<file path="src/rtl/alu_cmd_sequencer.sv">
`default_nettype none
// ============================================================================
// Module      : alu_cmd_sequencer
// Description : Initiator for a combinational 16-bit ALU. Accepts a command
//               over valid/ready, presents registered operands/opcode to the
//               ALU, waits SETTLE cycles, captures result/carry and returns
//               it over valid/ready. Keeps an accumulator for chained ops.
// Revision    : 1.0 - initial release
// ============================================================================
module alu_cmd_sequencer #(
  parameter int               WIDTH   = 16,
  parameter int               SETTLE  = 1,   // legal range 1..15
  parameter logic [WIDTH-1:0] ACC_RST = '0
) (
  input  logic             clk,
  input  logic             rst_n,
  // command channel
  input  logic             cmd_valid,
  output logic             cmd_ready,
  input  logic [2:0]       cmd_op,
  input  logic [WIDTH-1:0] cmd_a,
  input  logic [WIDTH-1:0] cmd_b,
  input  logic             cmd_use_acc,
  input  logic             cmd_wr_acc,
  // ALU interface
  output logic [WIDTH-1:0] alu_a,
  output logic [WIDTH-1:0] alu_b,
  output logic [2:0]       alu_op,
  input  logic [WIDTH-1:0] alu_y,
  input  logic             alu_cout,
  // response channel
  output logic             rsp_valid,
  input  logic             rsp_ready,
  output logic [WIDTH-1:0] rsp_y,
  output logic             rsp_cout,
  output logic             rsp_zero,
  // accumulator
  output logic [WIDTH-1:0] acc
);

  // Counter is 4 bits wide, enough for the largest legal SETTLE of 15.
  localparam logic [3:0] c_settle_init = 4'(SETTLE - 1);

  typedef enum logic [1:0] {
    ST_IDLE   = 2'd0,
    ST_SETTLE = 2'd1,
    ST_RESP   = 2'd2
  } state_t;

  state_t           r_state;
  state_t           w_next_state;

  logic [3:0]       r_cnt;
  logic             r_wr_acc;
  logic [WIDTH-1:0] r_alu_a;
  logic [WIDTH-1:0] r_alu_b;
  logic [2:0]       r_alu_op;
  logic [WIDTH-1:0] r_rsp_y;
  logic             r_rsp_cout;
  logic             r_rsp_zero;
  logic [WIDTH-1:0] r_acc;

  logic             w_accept;
  logic             w_capture;
  logic             w_cnt_zero;
  logic             w_carry_op;

  assign w_cnt_zero = (r_cnt == 4'd0);
  // Only add (000) and sub (001) produce a meaningful carry/borrow.
  assign w_carry_op = (r_alu_op[2:1] == 2'b00);

  // State register.
  always_ff @(posedge clk or negedge rst_n) begin
    if (!rst_n) begin
      r_state <= ST_IDLE;
    end else begin
      r_state <= w_next_state;
    end
  end

  // Next-state and handshake decode; outputs derived purely from state.
  always_comb begin
    w_next_state = r_state;
    cmd_ready    = 1'b0;
    rsp_valid    = 1'b0;
    w_accept     = 1'b0;
    w_capture    = 1'b0;
    case (r_state)
      ST_IDLE: begin
        cmd_ready = 1'b1;
        if (cmd_valid) begin
          w_accept     = 1'b1;
          w_next_state = ST_SETTLE;
        end
      end
      ST_SETTLE: begin
        if (w_cnt_zero) begin
          w_capture    = 1'b1;
          w_next_state = ST_RESP;
        end
      end
      ST_RESP: begin
        rsp_valid = 1'b1;
        // Return to IDLE only; a new command waits for the following cycle.
        if (rsp_ready) begin
          w_next_state = ST_IDLE;
        end
      end
      default: begin
        w_next_state = ST_IDLE;
      end
    endcase
  end

  // Settle counter: loaded at accept, counts down while waiting on the ALU.
  always_ff @(posedge clk or negedge rst_n) begin
    if (!rst_n) begin
      r_cnt <= 4'd0;
    end else if (w_accept) begin
      r_cnt <= c_settle_init;
    end else if ((r_state == ST_SETTLE) && !w_cnt_zero) begin
      r_cnt <= r_cnt - 4'd1;
    end
  end

  // ALU operand/opcode registers; they change only when a command is taken.
  always_ff @(posedge clk or negedge rst_n) begin
    if (!rst_n) begin
      r_alu_a  <= '0;
      r_alu_b  <= '0;
      r_alu_op <= 3'b000;
      r_wr_acc <= 1'b0;
    end else if (w_accept) begin
      r_alu_a  <= cmd_use_acc ? r_acc : cmd_a;
      r_alu_b  <= cmd_b;
      r_alu_op <= cmd_op;
      r_wr_acc <= cmd_wr_acc;
    end
  end

  // Response capture; values hold until the next capture.
  always_ff @(posedge clk or negedge rst_n) begin
    if (!rst_n) begin
      r_rsp_y    <= '0;
      r_rsp_cout <= 1'b0;
      r_rsp_zero <= 1'b0;
    end else if (w_capture) begin
      r_rsp_y    <= alu_y;
      r_rsp_cout <= w_carry_op ? alu_cout : 1'b0;
      r_rsp_zero <= (alu_y == '0);
    end
  end

  // Accumulator: written with the captured result when the command asked.
  always_ff @(posedge clk or negedge rst_n) begin
    if (!rst_n) begin
      r_acc <= ACC_RST;
    end else if (w_capture && r_wr_acc) begin
      r_acc <= alu_y;
    end
  end

  assign alu_a    = r_alu_a;
  assign alu_b    = r_alu_b;
  assign alu_op   = r_alu_op;
  assign rsp_y    = r_rsp_y;
  assign rsp_cout = r_rsp_cout;
  assign rsp_zero = r_rsp_zero;
  assign acc      = r_acc;

endmodule
`default_nettype wire

</file>
<file path="config.mk">
export PLATFORM = sky130hd
export DESIGN_NAME = alu_cmd_sequencer
export DESIGN_NICKNAME = d
export VERILOG_FILES = /design/src/rtl/alu_cmd_sequencer.sv
export SDC_FILE = /design/constraint.sdc
export NUM_CORES = 1
export LEC_CHECK = 0
export CORE_MARGIN = 2
export CORE_UTILIZATION = 40
export DETAILED_ROUTE_END_ITERATION = 16
export PLACE_DENSITY_LB_ADDON = 0.25
export SLEW_MARGIN = 20
export SYNTH_ARGS = -nofsm -noshare
export SYNTH_HDL_FRONTEND = slang
export SYNTH_SLANG_ARGS = --single-unit
</file>
<file path="constraint.sdc">
create_clock -name clk -period 1.8 [get_ports clk]
set_input_delay 0.36 -clock clk [delete_from_list [all_inputs] [get_ports clk]]
set_output_delay 0.36 -clock clk [all_outputs]
set_load 0.01 [all_outputs]
</file>
==> out/results.md <==
| Stage | Result | Reported |
| --- | --- | --- |
| clock network | Max Root-Sink Buffers | 2 |
| sta | Hold violation count in the final report | 0 |
| critical path | Sort of element at the end of the critical path | output pin |
| die | Initial core utilization | 40.8% |
| power and ir drop | P per Cell Area | 1760 nW/um2 |
| yosys | Count of different cell masters after synthesis | 26 |
| drt | Per-cell via count in the routed design | 4.86 |
| sta | Normalized max-slew margin | 61.6% |
| clock network | Clock sink count | 76 |
| drt | Number of iterations in the first detailed-routing pass | 4 |
| power and ir drop | Static leakage | 2.07 nW |
| sta | Aggregate negative setup slack | 0 ns |
| die | # rows | 32 |
| sta | Fin crit share | 93.5% |
| drt | Number of design rule violations left after detail routing | 0 |
| placed design | Number of I/O port buffers | 128 |
| layout | Flip-flop and latch area | 1900 um2 |
| die | Die X-Extent | 92.3 um |
| layout | Final Util | 63.6% |
| layout | Multi-input gate area in the final layout | 1150 um2 |
| flow run | Maximum capacitance violations | 0 |
| yosys | Async S/R FF share, synth | 100% |
| global route | Total global routing track utilization | 17.7% |
| critical path | Cell-by-cell listing of the critical path | clkdlybuf4s50_1 |
| clock network | Buffer cell driving the clock tree root | sky130_fd_sc_hd__clkbuf_8 |
| clock network | Hold buffer count at cts | 0 |
| sta | Slew Limit Fails | 0 |
| critical path | Critical-path top delay cell | sky130_fd_sc_hd__clkdlybuf4s50_1 |
| yosys | Count of warnings emitted by yosys | 0 |
| yosys | Flops & latches, synth | 76 |
| placed design | Dpl hpwl | 5130 um |
| layout | Area growth, synth to finish | 55.9% |
| clock network | Clock transition at the registers of the reported paths | 0.08 ns |
| clock network | Clock latency of the later-clocked register in the worst-skew pair | 0.33 ns |
| drt | Remaining number of nets flagged by the antenna check after routing | 0 |
| drt | Total Routed Length | 7270 um |
| run status | Status | complete, no violations |
| critical path | Buf+Inv Stages, Crit Path | 1 |
| sta | RSZ-0062 raised after global routing | false |
| sta | Maximum operating frequency | 594 MHz |
| layout | Number of diodes added for antenna fixing | 0 |
| critical path | Data required time of the critical path | 1.44 ns |
| clock network | CTS H-tree depth | 3 |
| yosys | Mean Syn Cell Area | 13.7 um2 |
| placed design | Cells after DPL | 453 |
| sta | Pin slew with the least headroom to its limit | 0.570 ns |
| die | Count of pins on the block boundary | 129 |
| critical path | Startpoint type of the worst setup path | flop |
| yosys | Most frequently used flop master after synthesis | sky130_fd_sc_hd__dfrtp_1 |
| layout | Share of cells above drive strength 1 | 23.5% |
| critical path | Family of cells with the greatest summed delay on the critical path | buffers and inverters |
| global route | Number of antenna violations at the first check in global routing | 0 |
| worst hold path | Path category of the worst min-delay check | in -> async |
| sta | Min cycle time layout | 1.68 ns |
| layout | Net count of the finished layout | 427 |
| drt | Vias | 2299 |
| clock network | Total clock buffers created by CTS | 9 |
| yosys | Share of synthesized area occupied by flip-flops and latches | 60.9% |
| die | Total die area | 8520 um2 |
| yosys | Number of enable-type register cells in the synthesized netlist | 0 |
| yosys | Synthesized instance count | 227 |
| global route | Vias in the first global route | 2334 |
| yosys | Total nets after synthesis | 287 |
| global route | First-pass GRT wire length | 11700 um |
| layout | Fillcell total | 632 |
| sta | Final setup viols | 0 |
| power and ir drop | Worst IR Drop VDD | 964 uV |
| yosys | Synthesized area | 3120 um2 |
| placed design | Routability-driven placement congestion ratio | 0.709 |
| drt | First DRT Iteration DRCs | 57 |
| critical path | Crit-path max cell delay | 0.59 ns |
| critical path | Kind of critical path | reg -> out |
| critical path | Maximum fanout along the worst path | 2 |
| global route | Final global-route overflow total | 0 |
| global route | Pin count of the biggest net entering global routing | 77 |
| die | Core box area | 7650 um2 |
| clock network | Clock tree from TritonCTS | done |
| drt | Routed length per instance | 15.4 um |
| die | Vertical die dimension | 92.3 um |
| sta | Largest clock skew in the final design | 0.00801 ns |
| critical path | Critical path data arrival time | 1.32 ns |
| layout | Layout Cells excl Fill | 473 |
-- worst paths after layout --
kind | start | endpoint | slack [ns] | depth (start not counted)
min in group clk | rsp_y[9] | rsp_y[9] | 0.50 | 1
worst min register to register | rsp_y[9] | rsp_y[9] | 0.50 | 1
max in group asynchronous | rst_n | alu_a[3] | 1.44 | 2
worst max-delay path | rsp_zero | rsp_zero | 0.12 | 1
worst max register to register | r_cnt[0] | rsp_y[13] | 0.15 | 6
worst min-delay path | rst_n | rsp_y[7] | 0.01 | 2
-- worst reg2reg max path, stage by stage, from the launching register on --
cell,delay (ns)
sky130_fd_sc_hd__dfrtp_1,0.40
sky130_fd_sc_hd__inv_1,0.10
sky130_fd_sc_hd__ha_1,0.17
sky130_fd_sc_hd__nor3b_4,0.30
sky130_fd_sc_hd__nand2_2,0.11
sky130_fd_sc_hd__buf_12,0.18
sky130_fd_sc_hd__mux2_2,0.28
-- layout by cell type (no fill, tap or decap), types with 5 or more instances in the layout --
cell type	count
sky130_fd_sc_hd__clkdlybuf4s50_1	125
sky130_fd_sc_hd__dfrtp_1	76
sky130_fd_sc_hd__mux2_2	52
sky130_fd_sc_hd__nor2_1	18
sky130_fd_sc_hd__mux2i_1	18
sky130_fd_sc_hd__a21oi_1	18
sky130_fd_sc_hd__clkbuf_8	11
sky130_fd_sc_hd__buf_4	8
sky130_fd_sc_hd__buf_12	6
sky130_fd_sc_hd__o21ai_0	5
-- timing repair --
action                                  in CTS  in global routing
setup buffers                                3                  2
endpoints found under the setup margin       2                 18
endpoints found under the hold margin        0                  0
cloned                                       0                  0
pin swaps                                    0                  1
resized for setup                            1                  3
-- report_power, final --
group / internal [mW] / total [mW] / switching (mW)
Clock: 0.847 / 1.44 / 0.597
Combinational: 2.49 / 4.00 / 1.52
Sequential: 2.57 / 3.11 / 0.537
-- flip-flops by register name, summed over array words and instances, names as in the netlist --
name / cells
acc: 16
alu_a: 16
alu_b: 16
alu_op: 3
r_cnt: 4
r_state: 2
r_wr_acc: 1
rsp_cout: 1
rsp_y: 16
rsp_zero: 1
-- metrics by stage --
step	instance area (um2)	worst slack, ns	hold slack, ns	power (mW)
floorplan	3120	0.213	0.0644	4.90
CTS	4830	0.00818	0.0346	8.62
global route	4870	0.0589	0.0464	9.07
finish	4870	0.118	0.0102	8.55
detailed placement	4590	0.0282	0.414	7.12
global placement	4590	0.0628	0.412	6.99
-- Yosys cell counts (2+ instances only) --
| cell type | number | area share [%] |
|---|---|---|
| sky130_fd_sc_hd__a21oi_1 | 18 | 2.9 |
| sky130_fd_sc_hd__nor4_1 | 4 | 0.80 |
| sky130_fd_sc_hd__mux2i_1 | 18 | 5.8 |
| sky130_fd_sc_hd__o21ai_0 | 6 | 0.96 |
| sky130_fd_sc_hd__ha_1 | 2 | 0.80 |
| sky130_fd_sc_hd__buf_2 | 9 | 1.4 |
| sky130_fd_sc_hd__nor2_1 | 18 | 2.2 |
| sky130_fd_sc_hd__nand2b_1 | 4 | 0.80 |
| sky130_fd_sc_hd__inv_1 | 3 | 0.36 |
| sky130_fd_sc_hd__dfrtp_1 | 76 | 61 |
| sky130_fd_sc_hd__mux2_2 | 52 | 19 |
| sky130_fd_sc_hd__nand3_1 | 3 | 0.48 |
-- cells by family after synthesis --
| logic type | after synthesis | synth area share (%) |
|---|---|---|
| mux | 70 | 24.5 |
| fa+ha+maj | 2 | 0.802 |
| buf+inv | 15 | 2.53 |
| compound gates | 26 | 4.37 |
| flops | 76 | 60.9 |
| simple gates | 38 | 6.82 |
-- final cells by class --
cell class | count | area share [%]
clock buffer | 11 | 3.11
clock inverter | 4 | 1.49
inverter | 3 | 0.231
multi-input combinational | 136 | 23.6
sequential | 76 | 39.1
tap | 102 | 2.62
timing repair buffer | 141 | 29.9
-- layer usage --
metal	vias to the layer above	share of wire, %	global-route usage, %	wire length, um
met5	-	0	0	0
met4	0	0.99	7.46	72
met3	5	4.9	3.91	354
met2	74	48	26.9	3460
met1	1134	47	24.6	3380
li1	1086	-	-	-
Note: power is estimated with default switching activity, not from simulation.
